$ cat config.mk
export PLATFORM = sky130hd
export DESIGN_NAME = psum_acc_buffer
export DESIGN_NICKNAME = d
export VERILOG_FILES = /design/src/rtl/psum_acc_buffer.sv
export SDC_FILE = /design/constraint.sdc
export NUM_CORES = 2
export LEC_CHECK = 0
export CORE_ASPECT_RATIO = 2
export CORE_UTILIZATION = 35
export DETAILED_ROUTE_END_ITERATION = 7
export GPL_TIMING_DRIVEN = 0
export PLACE_DENSITY_LB_ADDON = 0.3
export RECOVER_POWER = 50
export SLEW_MARGIN = 20
export SYNTH_ARGS = -nofsm -noshare
export SYNTH_HDL_FRONTEND = slang
export SYNTH_SLANG_ARGS = --single-unit
$ cat constraint.sdc
create_clock -name clk -period 35.1 [get_ports clk]
set_input_delay 3.51 -clock clk [delete_from_list [all_inputs] [get_ports clk]]
set_output_delay 3.51 -clock clk [all_outputs]
set_load 0.01 [all_outputs]
$ cat src/rtl/psum_acc_buffer.sv
// Multi-lane partial-sum FIFO: vectors open a tail entry or accumulate (saturating)
// into it; only closed entries are offered downstream over valid/ready.
module psum_acc_buffer #(
  parameter int CH    = 10,
  parameter int DW    = 20,
  parameter int DEPTH = 4
) (
  input  logic                         clk,
  input  logic                         rst,
  input  logic                         clr,
  input  logic                         in_valid,
  output logic                         in_ready,
  input  logic [CH*DW-1:0]             in_data,
  input  logic                         in_last,
  output logic                         out_valid,
  input  logic                         out_ready,
  output logic [CH*DW-1:0]             out_data,
  output logic [$clog2(DEPTH+1)-1:0]   count,
  output logic                         sat_flag
);

  localparam int PW = $clog2(DEPTH);
  localparam int CW = $clog2(DEPTH+1);
  localparam logic [DW-1:0] LANE_MAX = {1'b0, {(DW-1){1'b1}}};
  localparam logic [DW-1:0] LANE_MIN = {1'b1, {(DW-1){1'b0}}};

  logic [CH*DW-1:0] mem_q [DEPTH];
  logic [CH*DW-1:0] mem_d [DEPTH];
  logic [DEPTH-1:0] closed_q, closed_d;
  logic [PW-1:0]    head_q, head_d;
  logic [PW-1:0]    tail_q, tail_d;
  logic [CW-1:0]    count_q, count_d;
  logic             sat_q, sat_d;

  logic [PW-1:0]    newest;
  logic             tail_open;
  logic             wr_fire;
  logic             rd_fire;
  logic             push;
  logic [CH*DW-1:0] acc_data;
  logic             acc_sat;
  logic [DW:0]      lane_r;

  // Returns {clamped, value}; the sum is formed one bit wider so overflow is visible.
  function automatic logic [DW:0] sat_add(input logic [DW-1:0] a, input logic [DW-1:0] b);
    logic [DW:0] s;
    s = {a[DW-1], a} + {b[DW-1], b};
    if (s[DW] != s[DW-1]) begin
      return {1'b1, (s[DW] ? LANE_MIN : LANE_MAX)};
    end
    return {1'b0, s[DW-1:0]};
  endfunction

  // tail_q is the next free slot, so the newest entry sits one behind it.
  assign newest    = tail_q - PW'(1);
  assign tail_open = (count_q != '0) && !closed_q[newest];
  assign in_ready  = tail_open || (count_q < CW'(DEPTH));
  assign out_valid = (count_q != '0) && closed_q[head_q];
  assign out_data  = out_valid ? mem_q[head_q] : '0;
  assign count     = count_q;
  assign sat_flag  = sat_q;

  assign wr_fire = in_valid && in_ready;
  assign rd_fire = out_valid && out_ready;
  assign push    = wr_fire && !tail_open;

  always_comb begin
    acc_data = '0;
    acc_sat  = 1'b0;
    lane_r   = '0;
    for (int i = 0; i < CH; i++) begin
      lane_r = sat_add(mem_q[newest][i*DW +: DW], in_data[i*DW +: DW]);
      acc_data[i*DW +: DW] = lane_r[DW-1:0];
      acc_sat = acc_sat | lane_r[DW];
    end
  end

  always_comb begin
    mem_d    = mem_q;
    closed_d = closed_q;
    head_d   = head_q;
    tail_d   = tail_q;
    count_d  = count_q;
    sat_d    = sat_q;
    if (clr) begin
      closed_d = '0;
      head_d   = '0;
      tail_d   = '0;
      count_d  = '0;
      sat_d    = 1'b0;
    end else begin
      if (wr_fire) begin
        if (tail_open) begin
          mem_d[newest]    = acc_data;
          closed_d[newest] = in_last;
          if (acc_sat) begin
            sat_d = 1'b1;
          end
        end else begin
          mem_d[tail_q]    = in_data;
          closed_d[tail_q] = in_last;
          tail_d           = tail_q + PW'(1);
        end
      end
      if (rd_fire) begin
        head_d = head_q + PW'(1);
      end
      case ({push, rd_fire})
        2'b10:   count_d = count_q + CW'(1);
        2'b01:   count_d = count_q - CW'(1);
        default: count_d = count_q;
      endcase
    end
  end

  always_ff @(posedge clk) begin
    if (rst) begin
      closed_q <= '0;
      head_q   <= '0;
      tail_q   <= '0;
      count_q  <= '0;
      sat_q    <= 1'b0;
    end else begin
      closed_q <= closed_d;
      head_q   <= head_d;
      tail_q   <= tail_d;
      count_q  <= count_d;
      sat_q    <= sat_d;
    end
  end

  // Storage needs no reset: nothing reads it until an entry has been written.
  always_ff @(posedge clk) begin
    mem_q <= mem_d;
  end

endmodule

==> impl_metrics.py <==
metrics = {
    "floorplan": {
        "dieArea_mm2": 0.1562,
        "die_width_um": 280.0,
        "placement_rows": 203,
        "starting_utilization_of_the_core_area_pct": 35.31,
        "chipHeight_um": 557.9,
        "fp.coreArea_mm2": 0.1532,
        "num_io_pins": 412,
    },
    "worst_setup_path": {
        "timing.critical_path.fanout_max": 16,
        "worst-setup-path-type": "flip-flop to flip-flop",
        "critical_path_arrival_ns": 12.50,
        "critical_path.endpoint_type": "flip-flop",
        "worstSetupStartpointType": "flip-flop",
        "critPathRequiredTime_ns": 35.40,
        "worst_r2r_path_depth": 16,
    },
    "placement": {
        "placed_cells": 6988,
        "placement.io_buffers": 411,
        "gpl.final_weighted_congestion": 0.9186,
        "dp_hpwl_mm": 154.5,
    },
    "yosys": {
        "share_of_the_yosys_chip_area_belonging_to_registers_pct": 44.87,
        "yosys-top-cells-count": "sky130_fd_sc_hd__edfxtp_1 (800), sky130_fd_sc_hd__nand2_1 (533), sky130_fd_sc_hd__o21ai_0 (496), sky130_fd_sc_hd__mux4_2 (402), sky130_fd_sc_hd__a22o_1 (277)",
        "synth_most_common_cell": "sky130_fd_sc_hd__edfxtp_1",
        "netlist.area_leader.share_pct": 44.42,
        "ys.flop_type": "sky130_fd_sc_hd__edfxtp_1",
        "async_reset_ff_share_pct": 0,
        "synth.area.top_cells": "sky130_fd_sc_hd__edfxtp_1 (44%), sky130_fd_sc_hd__mux4_2 (17%), sky130_fd_sc_hd__ha_1 (5.2%), sky130_fd_sc_hd__o21ai_0 (4.6%), sky130_fd_sc_hd__a22o_1 (4.5%)",
        "synth_top_area_cell": "sky130_fd_sc_hd__edfxtp_1",
        "ys_ff_latch": 812,
        "synthesis.instances": 4466,
        "avgSynthCellArea_um2": 12.11,
        "netlist-cell-type-count": 94,
        "synth_enable_flop_cells": 800,
        "post_synth_instance_area_mm2": 0.05408,
        "postSynthNetCount": 4908,
        "synth.yosys.warnings": 0,
    },
    "clock_tree": {
        "worst_skew_pair.late_latency_ns": 0.70,
        "cts.root.buffer_cell": "sky130_fd_sc_hd__clkbuf_16",
        "cts_tree": "done",
        "resized_after_cts": 0,
        "postCtsSetupBuffers": 0,
        "numClockSinks": 812,
        "cts_max_path_buffers": 3,
        "cts.clk_slew.worst_paths_ns": 0.07,
        "cts_max_level": 3,
        "cts_hold_repair.buffers": 0,
        "cts_made_buffers": 82,
    },
    "timing": {
        "final_max_slew_violation_count": 56,
        "worst_pin_slew_ns": 1.658,
        "whs_ns": 0.5412,
        "fin_crit_sh_pct": 34.75,
        "report.final.hold_viol_count": 0,
        "rsz0062_at_grt": "false",
        "slew_limit_headroom_pct": -10.50,
        "finalWorstPathRequiredPeriod_ns": 12.20,
        "fmax_mhz": 81.98,
        "finalSetupTns_ns": 0,
        "setup_viol": 0,
        "finClkSkew_ns": 0.03451,
    },
    "routing": {
        "route.final.wire_length_mm": 206.2,
        "routed-via-count": 43590,
        "post_drt_via_cell_ratio": 6.099,
        "drt_pass1_iterations": 6,
        "routed-wl-met3_mm": 17.96,
        "route.antenna.remaining_nets": 0,
        "detail_route.iter0.violations": 4069,
        "top_signal_layer_used": "met5",
        "wl_met2_mm": 104.1,
        "detail_route.wl_per_cell_um": 28.86,
        "detail_route.drc_violations": 0,
        "wl_met1_mm": 73.68,
    },
    "power_and_ir_drop": {
        "vdd_ir_drop_max_v": 0.00003374,
        "static-leakage-power_nw": 21.52,
        "report.power.total_w": 0.002732,
        "power-per-cell-area_mw_per_mm2": 42.96,
    },
    "hold_path": {
        "hold_depth": 2,
        "hold_path_class": "flip-flop to flip-flop",
    },
    "grt": {
        "grt_max_degree": 19,
        "via_count_of_the_first_global_routing_pass": 44790,
        "grt.total_usage_pct": 25.98,
        "overflow": 0,
        "wire_length_of_the_first_global_routing_pass_mm": 295.8,
        "number_of_antenna_violations_at_the_first_check_in_global_routing": 49,
    },
    "final_layout": {
        "final_core_utilization_pct": 41.53,
        "area_growth_pct": 17.62,
        "drive_gt1_share_pct": 13.11,
        "fin_cells": 7147,
        "layout.nets": 5464,
        "combined_area_of_the_multi_input_logic_cells_mm2": 0.02827,
        "seqCellArea_mm2": 0.02426,
        "layout.filler_cells": 14460,
    },
    "run_status": {
        "outcome": "finished, violations left",
        "violations_in_the_final_reports": "capacitance limit, slew limit",
    },
    "run": {
        "drv_cap": 5,
    },
}
-- per-stage QoR --
| stage | cell area [um2] | worst slack (ns) |
|---|---|---|
| after global placement | 60760 | 8.386 |
| after detailed placement | 62390 | 25.65 |
| final | 63610 | 22.90 |
| after CTS | 64960 | 25.62 |
| after floorplan | 54080 | 20.72 |
| after global routing | 63580 | 22.59 |
-- power by group --
part | internal [W] | switching (W) | total, W
registers | 0.00110 | 0.0000113 | 0.00111
logic | 0.000261 | 0.000471 | 0.000733
clock network | 0.000480 | 0.000410 | 0.000891
total | 0.00184 | 0.000893 | 0.00273
-- worst paths after layout --
kind / startpoint / to / slack (ns)
max: tail_q[0] / mem_q[159] / 22.90
max reg2reg: tail_q[0] / mem_q[159] / 22.90
min: closed_q[3] / closed_q[3] / 0.54
min reg2reg: closed_q[3] / closed_q[3] / 0.54
-- metal layers --
| layer | GRT usage, % | vias to the layer above |
|---|---|---|
| met5 | 0 | - |
| met4 | 12.88 | 56 |
| met3 | 5.694 | 520 |
| met2 | 45.64 | 2233 |
| met1 | 29.57 | 22060 |
| li1 | - | 18720 |
-- worst max-delay path, cell delays in order (launching register included) --
cell	delay [ns]
sky130_fd_sc_hd__dfxtp_1	0.36
sky130_fd_sc_hd__clkbuf_1	0.25
sky130_fd_sc_hd__clkbuf_1	1.19
sky130_fd_sc_hd__clkbuf_1	0.89
sky130_fd_sc_hd__inv_1	0.33
sky130_fd_sc_hd__ha_1	0.48
sky130_fd_sc_hd__mux4_2	0.41
sky130_fd_sc_hd__nor2_1	0.26
sky130_fd_sc_hd__clkbuf_1	0.32
sky130_fd_sc_hd__nand2_1	0.82
sky130_fd_sc_hd__clkbuf_1	0.65
sky130_fd_sc_hd__a21oi_1	1.38
sky130_fd_sc_hd__clkbuf_1	0.84
sky130_fd_sc_hd__clkbuf_1	0.94
sky130_fd_sc_hd__clkbuf_1	0.98
sky130_fd_sc_hd__clkbuf_1	0.95
sky130_fd_sc_hd__clkbuf_1	0.69
-- kinds of logic after synthesis --
group                      share of synthesized area (%)
DFF                                                44.87
buffers and inverters                              2.848
muxes                                              16.91
xor gates and xnor gates                           2.753
AOI/OAI and AO/OA                                  17.78
adders and majority gates                          5.613
and+or+nand+nor                                    9.234
-- placed cells by master (no fill, tap or decap), types with 18 or more instances in the layout --
cell type,instances
sky130_fd_sc_hd__buf_1,39
sky130_fd_sc_hd__o21bai_1,22
sky130_fd_sc_hd__o21ai_2,22
sky130_fd_sc_hd__a31oi_1,21
sky130_fd_sc_hd__o21a_1,45
sky130_fd_sc_hd__dlygate4sd3_1,48
sky130_fd_sc_hd__nor2_1,135
sky130_fd_sc_hd__a32o_1,44
sky130_fd_sc_hd__clkbuf_16,84
sky130_fd_sc_hd__o21ai_0,494
sky130_fd_sc_hd__a21oi_1,164
sky130_fd_sc_hd__inv_1,66
sky130_fd_sc_hd__and2_1,177
sky130_fd_sc_hd__nand2b_1,27
sky130_fd_sc_hd__nor3_1,20
sky130_fd_sc_hd__a22o_1,277
sky130_fd_sc_hd__nor2b_1,29
sky130_fd_sc_hd__nand2_1,536
sky130_fd_sc_hd__mux4_2,402
sky130_fd_sc_hd__a221o_1,64
sky130_fd_sc_hd__ha_1,225
sky130_fd_sc_hd__nand3_1,35
sky130_fd_sc_hd__xnor2_1,90
sky130_fd_sc_hd__xor2_1,80
sky130_fd_sc_hd__buf_2,49
sky130_fd_sc_hd__o21ai_1,36
sky130_fd_sc_hd__diode_2,18
sky130_fd_sc_hd__clkdlybuf4s50_1,363
sky130_fd_sc_hd__and2_0,38
sky130_fd_sc_hd__a21o_1,94
sky130_fd_sc_hd__clkbuf_1,278
sky130_fd_sc_hd__edfxtp_1,800
-- area by class of cell --
cell class	count	share of cell area [%]
multi-input combinational	3277	44.44
buffer	310	2.048
clock buffer	101	3.436
inverter	67	0.3954
sequential	812	38.15
timing repair buffer	472	6.828
antenna	18	0.07081
tap	2050	4.032
clock inverter	40	0.6019
-- registers in the layout, indices dropped and copies added, names as in the netlist --
signal / flops
closed_q: 4
count: 3
head_q: 2
mem_q: 800
sat_flag: 1
tail_q: 2
(Power assumes the default switching activity.)
